## src/rtl/noise_sched_pkg.sv

```systemverilog
// Shared types for the noise bank scheduler: bank and controller state
// encodings, the largest legal size code and the size-to-dimension helper.
package noise_sched_pkg;

   typedef enum logic [1:0] {
      BANK_EMPTY   = 2'd0,
      BANK_FILLING = 2'd1,
      BANK_READY   = 2'd2,
      BANK_IN_USE  = 2'd3
   } bank_state_t;

   typedef enum logic [1:0] {
      ST_IDLE  = 2'd0,
      ST_START = 2'd1,
      ST_FILL  = 2'd2
   } fsm_state_t;

   localparam logic [2:0] SIZE_MAX = 3'd5;

   // Matrix edge length for a size code; only meaningful for codes 0..SIZE_MAX.
   function automatic logic [7:0] size_to_dim(input logic [2:0] size);
      return 8'(32'd4 << size);
   endfunction

   function automatic logic size_legal(input logic [2:0] size);
      return size <= SIZE_MAX;
   endfunction

endpackage

```

## src/rtl/noise_bank_slot.sv

```systemverilog
// One noise bank's bookkeeping: lifecycle state plus the size code it was filled with.
module noise_bank_slot
   import noise_sched_pkg::*;
(
   input  logic       clk,
   input  logic       rst,
   input  logic       i_alloc,
   input  logic [2:0] i_size,
   input  logic       i_done,
   input  logic       i_take,
   input  logic       i_release,
   input  logic       i_abort,
   output logic [1:0] o_state,
   output logic [2:0] o_size
);

   bank_state_t r_state;
   logic [2:0]  r_size;

   // Each strobe only acts in the one state it belongs to; stray strobes are ignored.
   always_ff @(posedge clk or posedge rst) begin
      if (rst) begin
         r_state <= BANK_EMPTY;
         r_size  <= '0;
      end else begin
         case (r_state)
            BANK_EMPTY: begin
               if (i_alloc) begin
                  r_state <= BANK_FILLING;
                  r_size  <= i_size;
               end
            end
            BANK_FILLING: begin
               if (i_abort)
                  r_state <= BANK_EMPTY;
               else if (i_done)
                  r_state <= BANK_READY;
            end
            BANK_READY: begin
               if (i_take)
                  r_state <= BANK_IN_USE;
            end
            BANK_IN_USE: begin
               if (i_release)
                  r_state <= BANK_EMPTY;
            end
            default: r_state <= BANK_EMPTY;
         endcase
      end
   end

   assign o_state = r_state;
   assign o_size  = r_size;

endmodule

```

## src/rtl/noise_fill_scheduler.sv

```systemverilog
// Ping-pong noise bank scheduler: runs the matrix filler on the free bank and hands
// filled banks to the consumer in fill order. Fill watchdog: NOISE_SCHED_WATCHDOG_EN.
//
// state    | meaning
// ST_IDLE  | waiting for a host fill request on the bank at wr_ptr
// ST_START | one-cycle fill_start pulse to the filler
// ST_FILL  | filler owns the write port of bank wr_ptr until fill_done
module noise_fill_scheduler
   import noise_sched_pkg::*;
#(
   parameter int DATA_WIDTH = 16,
   parameter int ADDR_WIDTH = 14
`ifdef NOISE_SCHED_WATCHDOG_EN
   ,
   parameter int TIMEOUT_CYCLES = 20000
`endif
) (
   input  logic                  clk,
   input  logic                  rst,
   input  logic                  cfg_valid,
   output logic                  cfg_ready,
   input  logic [2:0]            cfg_size,
   output logic                  cfg_err,
   output logic                  fill_start,
   output logic [2:0]            fill_size,
   input  logic                  fill_done,
   input  logic [ADDR_WIDTH-1:0] fill_addr,
   input  logic [DATA_WIDTH-1:0] fill_wdata,
   input  logic                  fill_we,
   output logic [ADDR_WIDTH-1:0] bram_addr,
   output logic [DATA_WIDTH-1:0] bram_wdata,
   output logic [1:0]            bram_we,
   output logic                  cons_valid,
   output logic                  cons_bank,
   output logic [2:0]            cons_size,
   input  logic                  cons_take,
   input  logic                  cons_release,
   input  logic                  cons_release_bank,
   output logic                  busy
`ifdef NOISE_SCHED_WATCHDOG_EN
   ,
   output logic                  timeout_err
`endif
);

   fsm_state_t r_state;
   logic       r_wr_ptr;
   logic       r_rd_ptr;
   logic       r_fill_start;
   logic [2:0] r_fill_size;
   logic       r_busy;
   logic       r_cfg_err;

   logic [1:0] w_bank_st   [2];
   logic [2:0] w_bank_size [2];
   logic [1:0] w_alloc;
   logic [1:0] w_done;
   logic [1:0] w_take;
   logic [1:0] w_release;
   logic [1:0] w_abort;
   logic       w_cfg_hs;
   logic       w_size_ok;
   logic       w_fill_done;
   logic       w_cons_take;
   logic       w_timeout;

   // Readiness comes only from registered bank state, so a same-cycle release
   // cannot open the request port until the following cycle.
   assign cfg_ready   = (r_state == ST_IDLE) && (w_bank_st[r_wr_ptr] == BANK_EMPTY);
   assign w_cfg_hs    = cfg_valid && cfg_ready;
   assign w_size_ok   = size_legal(cfg_size);
   assign w_fill_done = (r_state == ST_FILL) && fill_done;
   assign cons_valid  = (w_bank_st[r_rd_ptr] == BANK_READY);
   assign w_cons_take = cons_valid && cons_take;

   always_comb begin
      w_alloc   = '0;
      w_done    = '0;
      w_take    = '0;
      w_release = '0;
      w_abort   = '0;
      w_alloc[r_wr_ptr]           = w_cfg_hs && w_size_ok;
      w_done[r_wr_ptr]            = w_fill_done;
      w_take[r_rd_ptr]            = w_cons_take;
      w_release[cons_release_bank] = cons_release;
      w_abort[r_wr_ptr]           = w_timeout;
   end

   for (genvar g = 0; g < 2; g++) begin : g_bank
      noise_bank_slot u_slot (
         .clk       (clk),
         .rst       (rst),
         .i_alloc   (w_alloc[g]),
         .i_size    (cfg_size),
         .i_done    (w_done[g]),
         .i_take    (w_take[g]),
         .i_release (w_release[g]),
         .i_abort   (w_abort[g]),
         .o_state   (w_bank_st[g]),
         .o_size    (w_bank_size[g])
      );
   end

   always_ff @(posedge clk or posedge rst) begin
      if (rst) begin
         r_state      <= ST_IDLE;
         r_wr_ptr     <= 1'b0;
         r_rd_ptr     <= 1'b0;
         r_fill_start <= 1'b0;
         r_fill_size  <= '0;
         r_busy       <= 1'b0;
         r_cfg_err    <= 1'b0;
      end else begin
         r_fill_start <= 1'b0;
         if (w_cons_take)
            r_rd_ptr <= ~r_rd_ptr;
         case (r_state)
            ST_IDLE: begin
               if (w_cfg_hs) begin
                  if (w_size_ok) begin
                     r_fill_size  <= cfg_size;
                     r_fill_start <= 1'b1;
                     r_busy       <= 1'b1;
                     r_state      <= ST_START;
                  end else begin
                     r_cfg_err <= 1'b1;
                  end
               end
            end
            ST_START: r_state <= ST_FILL;
            ST_FILL: begin
               if (w_fill_done) begin
                  r_wr_ptr <= ~r_wr_ptr;
                  r_busy   <= 1'b0;
                  r_state  <= ST_IDLE;
               end else if (w_timeout) begin
                  r_busy  <= 1'b0;
                  r_state <= ST_IDLE;
               end
            end
            default: begin
               r_busy  <= 1'b0;
               r_state <= ST_IDLE;
            end
         endcase
      end
   end

   // The filler's write port is steered to the bank being filled; dropped otherwise.
   always_comb begin
      bram_we = 2'b00;
      if (r_state == ST_FILL)
         bram_we[r_wr_ptr] = fill_we;
   end

   assign bram_addr  = fill_addr;
   assign bram_wdata = fill_wdata;
   assign fill_start = r_fill_start;
   assign fill_size  = r_fill_size;
   assign busy       = r_busy;
   assign cfg_err    = r_cfg_err;
   assign cons_bank  = r_rd_ptr;
   assign cons_size  = w_bank_size[r_rd_ptr];

`ifdef NOISE_SCHED_WATCHDOG_EN
   localparam int WD_W = $clog2(TIMEOUT_CYCLES + 1);

   logic [WD_W-1:0] r_wd_cnt;
   logic            r_timeout_err;

   // Down-counter loaded while START so it reaches zero on the last allowed FILL cycle.
   always_ff @(posedge clk or posedge rst) begin
      if (rst) begin
         r_wd_cnt      <= '0;
         r_timeout_err <= 1'b0;
      end else begin
         if (r_state == ST_START)
            r_wd_cnt <= WD_W'(TIMEOUT_CYCLES - 1);
         else if ((r_state == ST_FILL) && (r_wd_cnt != '0))
            r_wd_cnt <= r_wd_cnt - 1'b1;
         if (w_timeout)
            r_timeout_err <= 1'b1;
      end
   end

   assign w_timeout   = (r_state == ST_FILL) && !fill_done && (r_wd_cnt == '0);
   assign timeout_err = r_timeout_err;
`else
   assign w_timeout = 1'b0;
`endif

endmodule

```

## config.mk

```make
export PLATFORM = sky130hd
export DESIGN_NAME = noise_fill_scheduler
export DESIGN_NICKNAME = d
export VERILOG_FILES = /design/src/rtl/noise_sched_pkg.sv /design/src/rtl/noise_bank_slot.sv /design/src/rtl/noise_fill_scheduler.sv
export SDC_FILE = /design/constraint.sdc
export NUM_CORES = 1
export LEC_CHECK = 0
export ABC_AREA = 0
export CAP_MARGIN = 0
export CORE_MARGIN = 4
export CORE_UTILIZATION = 37
export CTS_CLUSTER_DIAMETER = 30
export CTS_CLUSTER_SIZE = 40
export DETAILED_ROUTE_END_ITERATION = 8
export GPL_TIMING_DRIVEN = 1
export PLACE_DENSITY = 0.9
export RECOVER_POWER = 50
export SLEW_MARGIN = 20
export SYNTH_ARGS = -nofsm -noshare
export SYNTH_HDL_FRONTEND = slang
export SYNTH_SLANG_ARGS = --single-unit
```

## constraint.sdc

```tcl
create_clock -name clk -period 1.85 [get_ports clk]
set_input_delay 0.2775 -clock clk [delete_from_list [all_inputs] [get_ports clk]]
set_output_delay 0.2775 -clock clk [all_outputs]
set_load 0.02 [all_outputs]
```

# After elaboration in Yosys (flattened, before gate mapping)
# Cells that the tools add are included.
# W data, S select, Z words.
# totals
mem_count	0
ram_bits	0
in_bits	41
latch_bits	0
word_cells	109
out_inout_bits	44
reg_bits	20
romBits	0
# classes
eq_ne	20
muxes	37
n_mul	0
n_addsub	0
n_bitwise	11
div_mod_pow	0
magnitude_cmp	9
n_reduce_logical	21
shifts	0
# ops
operator	count
$mux W2	18
$ne A2 B2 Y1 const B	11
$pmux W2 S4	2
$eq A2 B2 Y1 const B	6
$reduce_and A4 Y1	3
$and A2 B2 Y2	5
$mux W1	9
$mux W3	3
$reduce_and A3 Y1	3
$logic_and A1 B1 Y1	8
$logic_not A2 Y1	4
$eq A2 B1 Y1 const B	3
$lt A1 B2 Y1 const B	3
$pmux W2 S3	1
$reduce_and A2 Y1	3
$ge A2 B2 Y1 const B	2
$not A1 Y1	4
$not A1 Y2	2
$demux W1 S1	3
$ge A1 B1 Y1 const B	3
$le A3 B3 Y1 const B	1
$pmux W1 S3	1

# Depth between registers and ports, before layout
# logic_depth
depth_word	11
depth_mapped	6
ltp_nobuf	6

# Hierarchy
# Synthesis repeated with hierarchy kept, for this count alone.
# unflattened
cells_unflattened	122
hier_area_um2	1287.5
# modules_own_cells
module	area_per_inst_um2	cells_each	seq_area_each_um2	instances
noise_fill_scheduler	822.0	90	250.2	1
noise_bank_slot	232.7	16	125.1	2

# Worst setup path after synthesis
# No wires, ideal clock.
# synth_path
kind	reg2out
from	reg r_wr_ptr
to	out cfg_ready
required_ps	1572
setup_slack_ps	312
t_arrival_ps	1261
stages_incl_launch_ff	4
n_path_buf	0
cell_sequence	dfrtp_1 -> nor3_2 -> nor2_1 -> nor3_1
# synth_via
elab_chain_cells	6
# synth_lines
element	line_no	source
from (decl)	noise_fill_scheduler.sv:47	logic r_wr_ptr;
from (signal assigned)	noise_fill_scheduler.sv:133	r_wr_ptr <= ~r_wr_ptr;
$not A1 Y2 (not written as such)	noise_fill_scheduler.sv:69	assign cfg_ready = (r_state == ST_IDLE) && (w_bank_st[r_wr_ptr] == BANK_EMPTY);
$mux W2 (not written as such) (3 in a row)	noise_fill_scheduler.sv:69	
$logic_not A2 Y1	noise_fill_scheduler.sv:69	
$logic_and A1 B1 Y1	noise_fill_scheduler.sv:69	
to (decl)	noise_fill_scheduler.sv:21	output logic cfg_ready,
# Every way passes these cells. The select of a mux whose other input is x is not followed.

# Worst setup path after layout
# layout_path
from	reg r_rd_ptr (netlist: cons_bank)
to	out cons_bank
# layout_rtl
element	line_no	source
from (decl)	noise_fill_scheduler.sv:48	logic r_rd_ptr;
from (signal assigned)	noise_fill_scheduler.sv:116	r_rd_ptr <= ~r_rd_ptr;
to (decl)	noise_fill_scheduler.sv:34	output logic cons_bank,
# No word-level cell between the ends.

==> summary.md <==
| Metric | Value |
|---|---|
| Clock sinks | `20` |
| CTS Buf Count | `3` |
| Reg2Reg Depth | `5` |
| Worst path required time | `1.57 ns` |
| Yosys reg bits | `20` |
| Antenna diode count | `0` |
| Vias in the first global route | `948` |
| Chip width | `68.3 microns` |
| Root Buffer | `clkbuf_4` |
| Detailed Routing Iterations Pass 1 | `4` |
| Slew Viols, Final | `0` |
| Nets | `190` |
| Post-Syn Area | `1350 sq um` |
| Mean area per synthesized cell | `10.4 sq um` |
| Iter 0 DRT Violations | `21` |
| Measured slew at the worst slew-check pin | `1.09 ns` |
| CTS tree | `built` |
| Relative slew margins | `27.2%` |
| FP Rows | `21` |
| Core area | `3420 sq um` |
| Number of antenna violations at the first check in global routing | `0` |
| Synthesized instance count | `129` |
| Final ANT Viol Nets | `0` |
| RSZ-0062 raised after global routing | `no` |
| Share of layout cells above drive strength 1 | `20.3%` |
| Ports | `85` |
| Starting Density | `39.4%` |
| Clock slew at reported path FFs | `0.13 ns` |
| Hold depth | `1` |
| Max clock buf depth | `2` |
| GR Overflow Total | `0` |
| Wire per inst | `13.6 microns` |
| Seq/Total Area, Yosys | `37.2%` |
| RR Startpoint | `r_state[1]` |
| Fin Setup TNS | `0 ns` |
| I/O Buffers | `24` |
| PD cells | `557 nW/um^2` |
| RR Endpoint | `fill_size[0]` |
| Maxcap violations | `0` |
| Worst hold endpoint | `cfg_err` |
| Vias per cell | `4.84` |
| Run status | `complete, no violations` |
| Fin crit share | `97.4%` |
| Hold WC Path Type | `reg2reg` |
| CP max-delay cell | `clkdlybuf4s50_1` |
| CP Class | `reg2out` |
| FF-to-FF setup slack | `0.14 ns` |
| Final GP Congestion | `0.799` |
| Die H | `68.3 microns` |
| Vias | `891` |
| Startpoint Class | `flip-flop` |
| Crit. End Element | `output pin` |
| Total Routing Usage GR | `12.3%` |
| Skew final | `0.00831 ns` |
| Top FF cell, synth | `dfrtp_1` |
| WL final | `2500 microns` |
| DRC violations left | `0` |
| Final Hold Vio Count | `0` |
| Peak supply drop | `0.308 mV` |
| Min cycle time layout | `1.80 ns` |
| Die area | `4660 sq um` |
| Pre-CTS setup slack | `0.0343 ns` |
| Distinct cell type count of the synthesized netlist | `33` |
| Critical path's largest stage delay | `0.60 ns` |
| Final HPWL DP | `1910 microns` |
| Area delta synth->final | `14.4%` |
| Achievable Freq | `555 MHz` |
| Yosys warning count | `0` |
| Clock insertion delay at the later pin of the skew report | `0.32 ns` |
| CP Max Fanout | `6` |
| First-pass GRT wire length | `4260 microns` |
| Post-synth EDFFs | `0` |
| Crit path DAT | `1.52 ns` |
| Critical-path cell list | `buf_4, clkdlybuf4s50_1` |
| Asr flop ratio synth | `100%` |
| Net Count, Synth | `180` |
| HP Start | `cfg_err` |
| Final WS setup | `0.0480 ns` |
| Largest net degree at the start of global routing | `21` |
| Leak pwr | `0.765 nW` |
| Setup violations, final | `0` |
| H-tree Lvls | `1` |
==> power by group <==
part	switching (mW)	internal (mW)	leakage, nW
logic	0.0208	0.0239	0.475
clock network	0.157	0.219	0.0279
registers	0	0.437	0.262
total	0.177	0.680	0.765
==> layout make-up <==
class / count / area [sq um]
Clock inverter: 1 / 30.0
Tap cell: 46 / 57.6
Clock buffer: 3 / 22.5
Multi-Input combinational cell: 69 / 582
Timing Repair Buffer: 36 / 310
Sequential cell: 20 / 503
Inverter: 9 / 33.8
Fill cell: 334 / 1880
==> synthesized netlist by cell type, types with 3 or more instances <==
cell type	n	share of area [%]
mux2_1	8	6.7
nand2_1	4	1.1
o21ai_0	4	1.5
nand3_1	3	1.1
nor2_1	8	2.2
mux2_2	4	3.3
dfrtp_1	20	37
inv_1	9	2.5
ha_1	10	9.3
buf_4	30	17
==> cells by family (layout without fill, tap and decap cells) <==
family / after synthesis / in the layout / share of synthesized area [%]
xor+xnor: 1 / 1 / 0.651
buf+inv: 40 / 49 / 19.5
fa+ha+maj: 10 / 10 / 9.30
flops: 20 / 20 / 37.2
simple gates: 29 / 29 / 13.1
compound gates: 15 / 15 / 8.28
mux: 14 / 14 / 11.9
==> metrics by stage <==
stage               power, mW  hold slack (ns)  instances  util (%)  instance area, sq um
floorplan               0.552            0.241        129         -                  1350
global placement        0.491            0.463        178      43.6                  1490
detailed placement      0.492            0.461        178      43.6                  1490
CTS                     0.864            0.278        184      45.4                  1550
global route            0.884            0.535        184      45.1                  1540
finish                  0.858            0.490        184      45.1                  1540
==> per-layer routing <==
layer  track usage [%]  share of wire [%]  routed length [microns]  up-vias
met1              14.5                 43                     1090      422
li1                  -                  -                        -      430
met2              19.0                 45                     1130       29
met5                 0                  0                        0        -
met3              3.94                8.3                      207       10
met4              7.94                3.2                       80        0
==> registers in the layout, indices dropped and copies added, names as in the netlist <==
name	count
g_bank.u_slot.o_state	4
cfg_err	1
busy	1
r_wr_ptr	1
g_bank.u_slot.o_size	6
r_state	2
fill_size	3
fill_start	1
cons_bank	1
==> critical path: cells and delay by family, from the launching register on <==
kind | cells | cell delay [ns]
DFF | 1 | 0.44
buffers and inverters | 2 | 0.76
==> placed cells by master, fill, tap and decap left out, types with 2 or more instances in the layout <==
cell and count:
dfrtp_1 18, clkdlybuf4s50_1 16, buf_4 11, ha_1 10, inv_1 9, nor2_1 8
mux2_1 8, dlygate4sd2_1 5, nand2_1 4, mux2_2 4, o21ai_0 4, nand3_1 3
clkbuf_4 3, and3_1 2, o22a_1 2, nand3b_1 2, nand4b_1 2, a41o_1 2
nor2b_1 2, dfrtp_2 2
==> worst max path at each step <==
stage | end | slack [ns] | from
after floorplan | cfg_ready | 0.31 | r_wr_ptr
after global placement | g_bank[1].u_slot.o_state[1] | 0.08 | fill_done
after detailed placement | g_bank[1].u_slot.o_state[1] | 0.03 | fill_done
after CTS | cfg_ready | 0.01 | g_bank[1].u_slot.o_state[0]
after global routing | cons_bank | 0.002 | cons_bank
final | cons_bank | 0.05 | cons_bank
==> repair_timing <==
action	in CTS	in global routing
resized for setup	11	5
setup buffers	2	0
endpoints found under the setup margin	7	2
hold buffers	0	0
(Power assumes the default switching activity.)
==> variant 1, RTL diff (same settings) <==
Build with the macro `NOISE_SCHED_WATCHDOG_EN` defined.
--- a/src/rtl/noise_fill_scheduler.sv
+++ b/src/rtl/noise_fill_scheduler.sv
@@ -6,4 +6,6 @@
 // ST_START | one-cycle fill_start pulse to the filler
 // ST_FILL  | filler owns the write port of bank wr_ptr until fill_done
+`define NOISE_SCHED_WATCHDOG_EN
+
 module noise_fill_scheduler
    import noise_sched_pkg::*;
Behaviour (old outputs only; new: timeout_err): same outputs for any inputs over 10 cycles, from zero or initial values and one cycle with rst high; that may be too few to reach the edited logic, so the function may still have changed.
==> variant 1 against the original RTL <==
- the run now ends with setup timing left
- synthesized area grew 56%
- via count grew 110%
- total power grew to 4.6 times the old value
- routed wire length grew 120%
- worst setup slack lost 260 ps
- first-iteration DRC count grew to 6.1 times the old value
- clock power grew 94%
- design area grew 84%
- clock skew shrank 1.3 ps
- sequential power grew to 3.0 times the old value
- sequential cell count grew 16
==> variant 1: results (changes against the original RTL) <==
- Comb pwr share: 49.1% (+44 points)
- Vias per cell: 5.41 (+12%)
- H-tree depth: 2 (+1)
- Setup WS post-layout: -213 ps (-261 ps)
- RR Startpoint: r_wd_cnt[1]
- Layout cell share with drive strength beyond 1: 37.2% (+17 points)
- Synth Area per Inst: 9.74 sq um (-6.6%)
- Largest register FFs: 15 (+9)
- Synth cell types: 47 (+42%)
- Worst slack, placed: -262 ps (-296 ps)
- Largest net degree at the start of global routing: 37 (+76%)
- Crit-path max cell delay: 550 ps (-50 ps)
- Largest fanout on the critical path: 5 (-1)
- DP Wirelength: 3610 um (+89%)
- DP Area: 2520 sq um (+69%)
- Main area contributors after synthesis: dfrtp_1, buf_4, mux2_2
- Post-synth top cells: dfrtp_1, buf_4, nand2_1, nor2_1, nand3_1
- Starting DRT DRC Count: 129 (+510%)
- Final setup fails: 19 (+19)
- Max transition margin: 39.4% (+12 points)
- Status: complete, but fails checks
- Syn_nets: 258 (+43%)
- Vias in the first global route: 1956 (+110%)
- Failing checks: setup timing
- Root buf cell: clkbuf_8
- Reg-to-reg endpoint: g_bank[0].u_slot.o_state[0]
- Drt wl/cell: 16.3 um (+20%)
- Final Net Count: 308 (+62%)
- WHS Endpoint: timeout_err
- Internal cell power: 2.48 mW (+270%)
- Max VDD drop: 0.863 mV (+180%)
- TritonCTS Buffers: 5 (+2)
- Clk_skew: 7.04 ps (-1.27 ps)
- GP Congestion: 0.934 (+17%)
- Seq/Total Area, Yosys: 43.0% (+5.8 points)
- CP max-delay cell: or4b_4
- Later-pin clock latency in the skew report: 300 ps (-20 ps)
- Number of I/O port buffers: 25 (+4.2%)
- Critical path arrival: 2230 ps (+710 ps)
- Placed Cells incl. Taps: 320 (+80%)
- R2R depth: 6 (+1)
- Non-filler cells, final: 338 (+84%)
- Fillers: 456 (+37%)
- Hold crit path type: reg -> reg
- Clock-pin slew on the worst setup and hold paths: 80 ps (-50 ps)
- First-pass GRT wire length: 9240 um (+120%)
- Static Leak: 1.23 nW (+61%)
- CP delay by family, top: simple AND/OR/NAND/NOR gates
- Global Route Usage Sum: 16.4% (+4.1 points)
- Hold Startpoint: timeout_err
variant 1: through the flow:
| stage | hold slack (ps) | setup TNS (ps) | power (mW) |
|---|---|---|---|
| 2_1_floorplan | 381 | -1960 | 2.24 |
| 3_3_place_gp | 447 | -1260 | 2.92 |
| 3_5_place_dp | 456 | -2270 | 3.01 |
| 4_1_cts | 385 | -2330 | 3.92 |
| 5_1_grt | 516 | -3380 | 4.22 |
| 6_report | 470 | -2270 | 3.97 |
variant 1: layout make-up:
type	count	area (sq um)	share of cell area, %
flip-flops and latches	36	903	31.9
clock buffers	5	68.8	2.43
multi-input cells	135	1050	37.0
repair buffers	79	646	22.8
well taps	72	90.1	3.18
clock inverters	3	46.3	1.63
inverters	8	30.0	1.06
variant 1: timing repair:
item	in CTS	in global routing
resized for setup	32	9
endpoints found under the hold margin	0	0
gates cloned	2	0
setup endpoints to repair	26	30
buffers inserted	6	2
hold buffers	0	0
pin swaps	7	7
variant 1: cells by family (layout without fill, tap and decap cells):
| family | count (synthesis) | count (layout) | share of synthesized area (%) |
|---|---|---|---|
| buffers and inverters | 45 | 95 | 13.8 |
| multiplexers | 16 | 16 | 8.25 |
| flip-flops | 36 | 36 | 43.0 |
| XOR/XNOR | 1 | 1 | 0.418 |
| AO/OA/AOI/OAI | 37 | 37 | 12.9 |
| adder cells (fa/ha/maj) | 2 | 2 | 1.20 |
| AND/OR/NAND/NOR | 78 | 79 | 20.4 |
variant 1: worst max-delay path by stage:
stage                           start                     endpoint  slack [ps]  cells after the start
after global placement    r_wd_cnt[0]                  r_wd_cnt[1]        -170                      6
after floorplan           r_wd_cnt[0]                  r_wd_cnt[2]        -250                      7
after detailed placement  r_wd_cnt[0]                  r_wd_cnt[0]        -260                      6
final                     r_wd_cnt[1]  g_bank[0].u_slot.o_state[0]        -210                      6
after global routing      r_wd_cnt[0]  g_bank[0].u_slot.o_state[0]        -280                      6
after CTS                 r_wd_cnt[0]                  r_wd_cnt[3]        -250                      6
variant 1: routing by layer:
layer  GRT usage, %  share of wire, %
met5              0                 0
met4           6.84               2.3
met3           5.26               5.5
met2           26.5                50
met1           20.2                42
variant 1: power by group through the flow:
stage | combinational [mW] | sequential, mW | clock (mW)
floorplan | 0.903 | 1.34 | 0
global placement | 1.66 | 1.27 | 0
detailed placement | 1.72 | 1.29 | 0
CTS | 1.90 | 1.28 | 0.736
global route | 2.12 | 1.32 | 0.775
finish | 1.95 | 1.29 | 0.728
==> variant 2, RTL diff (config.mk and constraints unchanged) <==
Made on the original files. Add an input register stage for `cfg_valid` and `cfg_size`; this delays them by one clock. The other inputs are not delayed to match.
--- a/src/rtl/noise_fill_scheduler.sv
+++ b/src/rtl/noise_fill_scheduler.sv
@@ -44,4 +44,12 @@
 );
 
+   logic cfg_valid_q;
+   logic [2:0] cfg_size_q;
+
+   always_ff @(posedge clk) begin
+      cfg_valid_q <= cfg_valid;
+      cfg_size_q  <= cfg_size;
+   end
+
    fsm_state_t r_state;
    logic       r_wr_ptr;
@@ -68,6 +76,6 @@
    // cannot open the request port until the following cycle.
    assign cfg_ready   = (r_state == ST_IDLE) && (w_bank_st[r_wr_ptr] == BANK_EMPTY);
-   assign w_cfg_hs    = cfg_valid && cfg_ready;
-   assign w_size_ok   = size_legal(cfg_size);
+   assign w_cfg_hs    = cfg_valid_q && cfg_ready;
+   assign w_size_ok   = size_legal(cfg_size_q);
    assign w_fill_done = (r_state == ST_FILL) && fill_done;
    assign cons_valid  = (w_bank_st[r_rd_ptr] == BANK_READY);
@@ -92,5 +100,5 @@
          .rst       (rst),
          .i_alloc   (w_alloc[g]),
-         .i_size    (cfg_size),
+         .i_size    (cfg_size_q),
          .i_done    (w_done[g]),
          .i_take    (w_take[g]),
@@ -119,5 +127,5 @@
                if (w_cfg_hs) begin
                   if (w_size_ok) begin
-                     r_fill_size  <= cfg_size;
+                     r_fill_size  <= cfg_size_q;
                      r_fill_start <= 1'b1;
                      r_busy       <= 1'b1;
Formal check against the unedited RTL: not equivalent (a bounded check fails within 4 cycles, from zero or initial values and one cycle with rst high).
==> variant 2 against the original RTL <==
- worst setup slack better by 35 ps
- worst hold slack about the same
- routed wire length up 6.7%
- design area increased by 12%
- total power rose by 20%
- clock skew decreased by 7.0 ps
- synthesized cell count up 3.9%
- sequential cell count increased by 4
- synthesized area rose by 13%
- die area is 11% higher
- critical path type unchanged
- largest power group unchanged
==> variant 2: results (changes against the original RTL) <==
- Status: complete, no violations
- Layout cell share with drive strength beyond 1: 25.7% (+5.4 points)
- H-tree depth: 1 (unchanged)
- Async S/R FF share, synth: 83.3% (-17 points)
- Vias in the first global route: 949 (+0.11%)
- Total number of vias: 943 (+5.8%)
- Clock-pin slew on the worst setup and hold paths: 90 ps (-40 ps)
- Synth Area in Compound Gates: 13.3% (+5.0 points)
- Drt wl/cell: 14.1 um (+3.4%)
- TritonCTS Buffers: 3 (unchanged)
- Number of I/O port buffers: 24 (unchanged)
- Antenna violations before repair: 0 (unchanged)
- Dominant synthesized flop cell: dfrtp_1
- Seq/Total Area, Yosys: 38.2% (+0.98 points)
- Vias per cell: 4.96 (+2.5%)
- GP Congestion: 0.741 (-7.2%)
- Post-synthesis mux area share: 10.6% (-1.3 points)
- Crit-path max cell delay: 460 ps (-140 ps)
- Post-synth EDFFs: 0 (unchanged)
- Actual slew at the worst max-slew pin: 1090 ps (-6.02 ps)
- DP Wirelength: 2080 um (+9.1%)
- Main area contributors after synthesis: dfrtp_1, buf_4, ha_1
- First-pass GRT wire length: 4390 um (+3.1%)
- Largest fanout on the critical path: 5 (-1)
- Internal cell power: 0.836 mW (+23%)
- Largest register FFs: 6 (unchanged)
- CP max-delay cell: dfrtp_2
- Clk_skew: 1.32 ps (-6.99 ps)
- YS warnings: 0 (unchanged)
- Later-pin clock latency in the skew report: 270 ps (-50 ps)
- DRT Pass-1 Iters: 4 (unchanged)
- Starting DRT DRC Count: 38 (+81%)
- Cells after Synth: 134 (+3.9%)
- Synth cell types: 38 (+15%)
- Max VDD drop: 0.400 mV (+30%)
- Placed Cells incl. Taps: 185 (+3.9%)
- CP delay by family, top: flip-flops
- N_diodes: 0 (unchanged)
- Grt met2 use: 18.7% (-0.31 points)
- Post-synth top cells: buf_4, dfrtp_1, ha_1, inv_1, nor2_1
- Post-Synth XOR/XNOR Area: 0.576% (-0.075 points)
- Adder-cell share of the synthesized area: 8.23% (-1.1 points)
- Met1 GRT Util: 12.9% (-1.6 points)
- Hold crit path type: reg -> reg
- Global Route Usage Sum: 10.8% (-1.5 points)
- Max clock buf depth: 2 (unchanged)
- Root buf cell: clkbuf_8
- Static Leak: 0.871 nW (+14%)
- Critical path arrival: 1490 ps (-30 ps)
- Largest net degree at the start of global routing: 21 (unchanged)
- Met3 Use GR: 2.63% (-1.3 points)
## variant 2: logic make-up (layout without fill, tap and decap cells)
kind of cell / count (synthesis) / in the layout
AO/OA/AOI/OAI: 21 / 21
XOR/XNOR: 1 / 1
adder cells (fa/ha/maj): 10 / 10
buffers and inverters: 41 / 47
flip-flops: 24 / 24
multiplexers: 13 / 13
AND/OR/NAND/NOR: 24 / 24
## variant 2: worst register-to-register path, cell delays in order (launching register included)
cell	delay (ps)
dfrtp_2	440
inv_1	120
ha_1	240
nor2_1	100
a2bb2oi_1	250
o2111ai_4	180
mux2_4	320
## variant 2: through the flow
step           cell area [sq um]  worst slack, ps  power (mW)  util (%)
6_report                    1720             82.9        1.03      42.9
5_1_grt                     1720             1.13        1.07      42.9
4_1_cts                     1720            0.422        1.05      43.0
3_5_place_dp                1650             18.9       0.582      41.3
3_3_place_gp                1650             23.9       0.581      41.3
2_1_floorplan               1520              141       0.648         -
## variant 2: worst paths after layout
path / from / to / slack, ps / cells after the start
setup / recovery: g_bank[1].u_slot.o_state[0] / cfg_ready / 80 / 4
hold / removal: busy / busy / 490 / 1
setup reg to reg: g_bank[1].u_slot.o_state[0] / g_bank[1].u_slot.o_state[1] / 100 / 6
hold reg to reg: busy / busy / 490 / 1
max in group asynchronous: rst / cons_bank / 350 / 3
min in group asynchronous: rst / fill_start / 780 / 3
## variant 2: cell type report
type                            instances  area (sq um)
Clock buffer                            3          41.3
Clock inverter                          1          30.0
Fill cell                             377          2280
Inverter                                9          33.8
Multi-Input combinational cell         69           666
Sequential cell                        24           586
Tap cell                               50          62.6
Timing Repair Buffer                   34           299
## variant 2: repair_timing
| action | CTS | global route |
|---|---|---|
| hold buffers | 0 | 0 |
| resized for setup | 8 | 6 |
| setup buffers | 1 | 0 |
| endpoints found under the setup margin | 7 | 4 |
| endpoints found under the hold margin | 0 | 0 |
## variant 2: routing by layer
metal	vias up	routed length, um
li1	442	-
met1	468	1090
met2	27	1340
met3	6	202
met4	0	33
met5	-	0
## variant 2: power groups by stage
stage / Combinational [mW] / Clock (mW) / Sequential, mW
after floorplan: 0.106 / 0 / 0.542
after global placement: 0.0379 / 0 / 0.543
after detailed placement: 0.0386 / 0 / 0.544
after CTS: 0.0388 / 0.478 / 0.533
after global routing: 0.0390 / 0.493 / 0.534
final: 0.0345 / 0.463 / 0.533
